**src/rtl/mips_pkg.sv**
```systemverilog
// mips_pkg: shared constants and the EX/MEM register record for the MIPS pipeline.
package mips_pkg;
    localparam logic [3:0] SZ_BYTE  = 4'b1000;
    localparam logic [3:0] SZ_BYTEU = 4'b0100;
    localparam logic [3:0] SZ_HALF  = 4'b0010;
    localparam logic [3:0] SZ_WORD  = 4'b0001;

    localparam logic [3:0] BYTEEN_NONE  = 4'b0000;
    localparam logic [3:0] BYTEEN_BYTE0 = 4'b0001;
    localparam logic [3:0] BYTEEN_LO    = 4'b0011;
    localparam logic [3:0] BYTEEN_HI    = 4'b1100;
    localparam logic [3:0] BYTEEN_ALL   = 4'b1111;

    localparam logic [4:0] REG_ZERO = 5'd0;

    typedef struct packed {
        logic        valid;
        logic        reg_write;
        logic        mem_read;
        logic        mem_write;
        logic        mem_to_reg;
        logic        misalign;
        logic [4:0]  waddr;
        logic [3:0]  size;
        logic [3:0]  byte_en;
        logic [31:0] store;
        logic [31:0] alu;
    } exmem_t;
endpackage

```
**src/rtl/store_align.sv**
```systemverilog
// store_align: lane-replicates store data, builds byte enables and flags misaligned accesses.
// Misalignment is only detected when EXMEM_MISALIGN_TRAP_EN is defined.
module store_align
    import mips_pkg::*;
(
    input  logic [3:0]  size,
    input  logic [1:0]  lane,
    input  logic        we,
    input  logic [31:0] data,
    output logic [31:0] data_o,
    output logic [3:0]  byte_en,
    output logic        misalign
);
    logic is_byte, is_half;

    // Anything that is not a clean single byte/half one-hot decodes as a word.
    always_comb begin
        is_byte = (size == SZ_BYTE) || (size == SZ_BYTEU);
        is_half = size == SZ_HALF;
        data_o  = is_byte ? {4{data[7:0]}} : (is_half ? {2{data[15:0]}} : data);
        byte_en = !we ? BYTEEN_NONE :
                  is_byte ? (BYTEEN_BYTE0 << lane) :
                  is_half ? (lane[1] ? BYTEEN_HI : BYTEEN_LO) : BYTEEN_ALL;
`ifdef EXMEM_MISALIGN_TRAP_EN
        misalign = is_half ? lane[0] : (!is_byte && lane != 2'd0);
`else
        misalign = 1'b0;
`endif
    end
endmodule

```
**src/rtl/ex_mem_reg.sv**
```systemverilog
// ex_mem_reg: EX/MEM pipeline register with store alignment, misalign trap and MEM hazard outputs.
// Define EXMEM_MISALIGN_TRAP_EN to enable misaligned-access detection and counting.
module ex_mem_reg
    import mips_pkg::*;
#(
    parameter int ADDR_W = 8
) (
    input  logic              Clock,
    input  logic              Reset,
    input  logic              Stall,
    input  logic              Flush,
    input  logic [31:0]       ALU_Result_EX,
    input  logic [31:0]       StoreData_EX,
    input  logic [4:0]        WriteAddr_EX,
    input  logic              RegWrite_EX,
    input  logic              MemRead_EX,
    input  logic              MemWrite_EX,
    input  logic              MemtoReg_EX,
    input  logic              Byte_EX,
    input  logic              ByteU_EX,
    input  logic              HalfWord_EX,
    input  logic              Word_EX,
    input  logic [4:0]        Rs_ID,
    input  logic [4:0]        Rt_ID,
    output logic [31:0]       ALU_Result_MEM,
    output logic [ADDR_W-1:0] MemAddr_MEM,
    output logic [31:0]       MemStore_MEM,
    output logic [3:0]        ByteEn_MEM,
    output logic [1:0]        Lane_MEM,
    output logic [3:0]        Size_MEM,
    output logic              RegWrite_MEM,
    output logic              MemRead_MEM,
    output logic              MemWrite_MEM,
    output logic              MemtoReg_MEM,
    output logic [4:0]        WriteAddr_MEM,
    output logic              Valid_MEM,
    output logic              Misalign_MEM,
    output logic [7:0]        MisalignCnt,
    output logic              FwdValid_MEM,
    output logic              LoadUse
);
    exmem_t stage_q, stage_d, cap;
    logic [7:0]  cnt_q, cnt_d;
    logic [31:0] aligned;
    logic [3:0]  be;
    logic        mis, trap;

    store_align u_align (
        .size    ({Byte_EX, ByteU_EX, HalfWord_EX, Word_EX}),
        .lane    (ALU_Result_EX[1:0]),
        .we      (MemWrite_EX),
        .data    (StoreData_EX),
        .data_o  (aligned),
        .byte_en (be),
        .misalign(mis)
    );

    // A trapped access still occupies the stage but must not touch memory or the register file.
    always_comb begin
        trap           = mis & (MemRead_EX | MemWrite_EX);
        cap.valid      = 1'b1;
        cap.reg_write  = RegWrite_EX & ~trap;
        cap.mem_read   = MemRead_EX & ~trap;
        cap.mem_write  = MemWrite_EX & ~trap;
        cap.mem_to_reg = MemtoReg_EX;
        cap.misalign   = trap;
        cap.waddr      = WriteAddr_EX;
        cap.size       = {Byte_EX, ByteU_EX, HalfWord_EX, Word_EX};
        cap.byte_en    = trap ? BYTEEN_NONE : be;
        cap.store      = aligned;
        cap.alu        = ALU_Result_EX;
        stage_d        = Flush ? '0 : (Stall ? stage_q : cap);
        cnt_d          = (!Flush && !Stall && trap && cnt_q != 8'hff) ? cnt_q + 8'd1 : cnt_q;
    end

    always_ff @(posedge Clock or posedge Reset) begin
        if (Reset) begin
            stage_q <= '0;
            cnt_q   <= '0;
        end else begin
            stage_q <= stage_d;
            cnt_q   <= cnt_d;
        end
    end

    always_comb begin
        ALU_Result_MEM = stage_q.alu;
        MemAddr_MEM    = stage_q.alu[ADDR_W+1:2];
        MemStore_MEM   = stage_q.store;
        ByteEn_MEM     = stage_q.byte_en;
        Lane_MEM       = stage_q.alu[1:0];
        Size_MEM       = stage_q.size;
        RegWrite_MEM   = stage_q.reg_write;
        MemRead_MEM    = stage_q.mem_read;
        MemWrite_MEM   = stage_q.mem_write;
        MemtoReg_MEM   = stage_q.mem_to_reg;
        WriteAddr_MEM  = stage_q.waddr;
        Valid_MEM      = stage_q.valid;
        Misalign_MEM   = stage_q.misalign;
        MisalignCnt    = cnt_q;
        FwdValid_MEM   = stage_q.valid & stage_q.reg_write & ~stage_q.mem_to_reg & (stage_q.waddr != REG_ZERO);
        LoadUse        = stage_q.valid & stage_q.mem_read & (stage_q.waddr != REG_ZERO) &
                         ((stage_q.waddr == Rs_ID) | (stage_q.waddr == Rt_ID));
    end
endmodule

```
**config.mk**
```make
export PLATFORM = sky130hd
export DESIGN_NAME = ex_mem_reg
export DESIGN_NICKNAME = d
export VERILOG_FILES = /design/src/rtl/mips_pkg.sv /design/src/rtl/store_align.sv /design/src/rtl/ex_mem_reg.sv
export SDC_FILE = /design/constraint.sdc
export NUM_CORES = 1
export LEC_CHECK = 0
export ABC_AREA = 1
export BUFFER_PORTS_ARGS = -buffer_cell sky130_fd_sc_hd__clkbuf_2
export CAP_MARGIN = 20
export CORE_ASPECT_RATIO = 1.2
export CORE_MARGIN = 2
export CORE_UTILIZATION = 46
export DETAILED_ROUTE_END_ITERATION = 12
export GPL_ROUTABILITY_DRIVEN = 0
export HOLD_SLACK_MARGIN = 0.03
export PLACE_DENSITY = 0.8
export SLEW_MARGIN = 0
export SYNTH_ARGS = -nofsm -noshare
export SYNTH_HDL_FRONTEND = slang
export SYNTH_SLANG_ARGS = --single-unit
```
**constraint.sdc**
```tcl
create_clock -name Clock -period 3.4 [get_ports Clock]
set_clock_uncertainty 0.15 [all_clocks]
set_input_delay 0.51 -clock Clock [delete_from_list [all_inputs] [get_ports Clock]]
set_output_delay 0.51 -clock Clock [all_outputs]
set_load 0.02 [all_outputs]
```
==> impl_results.md <==
- Result of the run: finished, final reports clean
- Number of antenna violations at the first check in global routing: 0
- Vias per std cell: slightly above 5
- Avg WL per Cell: ~15 um
- Number of cells produced by synthesis: 440
- Global-route wire length before repair: roughly 17000 um
- Clock transition at path regs: ~80 ps
- DP Worst Slack: 1184 ps
- Number of slew-limit violations in the final report: 0
- Number of ports placed on the die boundary: about 190
- Count of max-cap constraint violations: 0
- Endpoint of the most critical register-to-register path: WriteAddr_MEM[4]$_DFFE_PP0P_
- TritonCTS clock tree: done
- Setup slack after layout: 1261 ps
- Clock network latency to the later pin of the worst-skew pair: 350 ps
- Max-Slew Margin vs Limit: 58.64%
- Global-route usage over all layers: 23.10%
- Total of flip-flops plus latches after synthesis: 82
- Area delta synth->final: 28.02%
- Summed instance area of the synthesized netlist: a little under 4000 um^2
- Overall routed net length: 10320 um
- Area of the multi-input gates: about 1400 um^2
- Critical Path Fanout Max: 5
- Post-CTS setup-driven buffer insertion count: 0
- Fill count: 713
- RSZ-0062 raised after global routing: false
- Crit Path Category: reg -> out
- Max Clk Rate: between 400 and 500 MHz
- Via count of the first global-routing pass: between 3000 and 4000
- Slew of the pin with the lowest slew margin: a little over 600 ps
- Core outline area: just over 8000 um^2
- Final HPWL from detailed placement: roughly 7700 um
- R2r worst-path depth: 1
- Total overflow reported by the global router: 0
- Horiz. Die Dim: 87.56 um
- Number of detailed-route iterations in the first pass: 4
- CTS Root Cell: clkbuf_8
- Synthesis Warnings: 0
- Setup-violating endpoint count in the final report: 0
- Remaining antenna violation count: 0
- Number of standard-cell rows in the floorplan: 36
- Clock sink total: 82
- Die Span Y: 104.3 um
- Inserted Diodes: 0
- Period utilization: between 60 and 70%
- Register-to-register setup slack: around 2400 ps
- Sequential cell area in the final layout: 2052 um^2
- Overall via count from detail_route: approximately 3600
- Clock buffers created by TritonCTS: 9
- Largest net degree at the start of global routing: 64
- Peak supply drop: between 200 and 250 uV
- Aggregate negative setup slack: 0 ps
- Classification of the worst-slack hold path: in -> reg
- Worst Setup Start Kind: flip-flop
- # DRC: 0
- Static power due to leakage: 2.914 nW
- Startpoint of the worst-slack reg-to-reg timing path: WriteAddr_MEM[4]$_DFFE_PP0P_
- Initial detailed-routing violation count: 157
- Overall Power: roughly 2.2 mW
- Share of post-route cells with drive strength above 1: between 30 and 40%
- Mean cell area of the mapped netlist: a little under 9 um^2
- Full die area: a little over 9000 um^2
- Deepest clock path buffer count: 2
- Number of port buffers: 184
- Distinct cell type count of the synthesized netlist: 27
- Critical path endpoint: LoadUse
- Number of H-tree branching levels: 3
- Initial core utilization: between 40% and 50%
- Sequential share of the synthesized area: 53.25%
- Post-layout min period: between 2000 and 2500 ps
- Critical path capture point type: primary output
- Origin of the worst setup path: WriteAddr_MEM[4]$_DFFE_PP0P_
- Required arrival time at the worst endpoint: between 2000 and 3000 ps
- Arrival time of the worst setup path: 1480 ps
- Power per cell area: around 450 nW/um^2
- Final nets: between 700 and 800
- Fin. Hold Viols: 0
==> registers in the layout, summed over array words and instances, names as in the netlist <==
name and cells:
MemWrite_MEM 1, ByteEn_MEM 4, WriteAddr_MEM 5, Size_MEM 4
Valid_MEM 1, RegWrite_MEM 1, MemtoReg_MEM 1, ALU_Result_MEM 32
MemStore_MEM 32, MemRead_MEM 1
==> cells in the mapped netlist (all sizes together) <==
master,count,area [um^2]
dfrtp,82,2052
nor3,1,5.000
or2,1,6.260
clkbuf,6,22.52
o21ai,41,212.7
a21oi,5,25.02
xnor2,2,17.52
buf,33,249.0
nand4,1,6.260
nand3,21,117.6
nor2,21,98.84
inv,48,185.2
a22o,34,297.8
nand2,142,545.5
conb,1,3.750
xor2,1,8.760
==> critical path, stage by stage, from the launching register on <==
cell	delay [ps]
dfrtp_1	480
nor3_1	230
nand3_1	130
nand3_1	100
a21oi_1	50
clkbuf_2	150
==> layout by cell type (no fill, tap or decap), drive strengths merged, types with 2 or more instances in the layout <==
master / instances
clkbuf: 193
nand2: 142
dfrtp: 82
inv: 48
o21ai: 41
a22o: 34
nand3: 21
nor2: 21
conb: 9
a21oi: 5
buf: 5
clkinv: 4
xnor2: 2
bufinv: 2
==> worst min path at each step <==
stage | from | end | slack (ps) | cells past startpoint
floorplan | Flush | Valid_MEM$_DFFE_PP0P_ | 430 | 1
global placement | MemStore_MEM[8]$_DFFE_PP0P_ | MemStore_MEM[8]$_DFFE_PP0P_ | 310 | 2
detailed placement | MemStore_MEM[30]$_DFFE_PP0P_ | MemStore_MEM[30]$_DFFE_PP0P_ | 320 | 2
CTS | ALU_Result_EX[7] | ALU_Result_MEM[7]$_DFFE_PP0P_ | 210 | 2
global route | ALU_Result_EX[7] | ALU_Result_MEM[7]$_DFFE_PP0P_ | 210 | 2
finish | ALU_Result_EX[27] | ALU_Result_MEM[27]$_DFFE_PP0P_ | 230 | 2
==> cell type report <==
type	instances	share of cell area, %
Inverter	48	3.779
Clock inverter	7	1.851
Multi-Input combinational cell	279	27.97
Timing Repair Buffer	190	19.88
Clock buffer	9	2.511
Sequential cell	82	41.59
Tap cell	95	2.409
==> power breakdown <==
group          leakage [nW]  total [mW]  switching [mW]  internal (mW)
logic                  1.71       0.405           0.263          0.141
clock network         0.109       0.764           0.352          0.412
registers              1.09        1.07          0.0402           1.03
==> through the flow <==
stage          instances  hold slack (ps)  area [um^2]  util, %
6_report             710            227.5         4933    60.85
5_1_grt              710            214.5         4933    60.85
4_1_cts              708            206.4         4903    60.48
3_5_place_dp         692            316.2         4688    57.82
3_3_place_gp         692            313.9         4688    57.82
2_1_floorplan        448            426.4         3884        -
==> timing repair <==
| item | CTS | global route |
|---|---|---|
| hold endpoints to repair | 0 | 15 |
| hold buffers | 0 | 1 |
| resized for setup | 0 | 0 |
==> routing by layer <==
metal / vias to the layer above / global-route usage, % / wire, um
met2: 196 / 39.02 / 5078
met4: 0 / 10.55 / 258
met3: 25 / 4.762 / 919
met1: 1671 / 27.75 / 4061
li1: 1723 / - / -
met5: - / 0 / 0
==> logic make-up (layout without fill, tap and decap cells) <==
group                  count (synthesis)  count (layout)  synth area share [%]
AND/OR/NAND/NOR                      187             187                 20.23
buffers and inverters                 87             254                 11.85
flip-flops                            82              82                 53.25
other                                  1               9               0.09731
AO/OA/AOI/OAI                         80              80                 13.90
XOR/XNOR                               3               3                0.6819
Note: power is estimated with default switching activity, not from simulation.
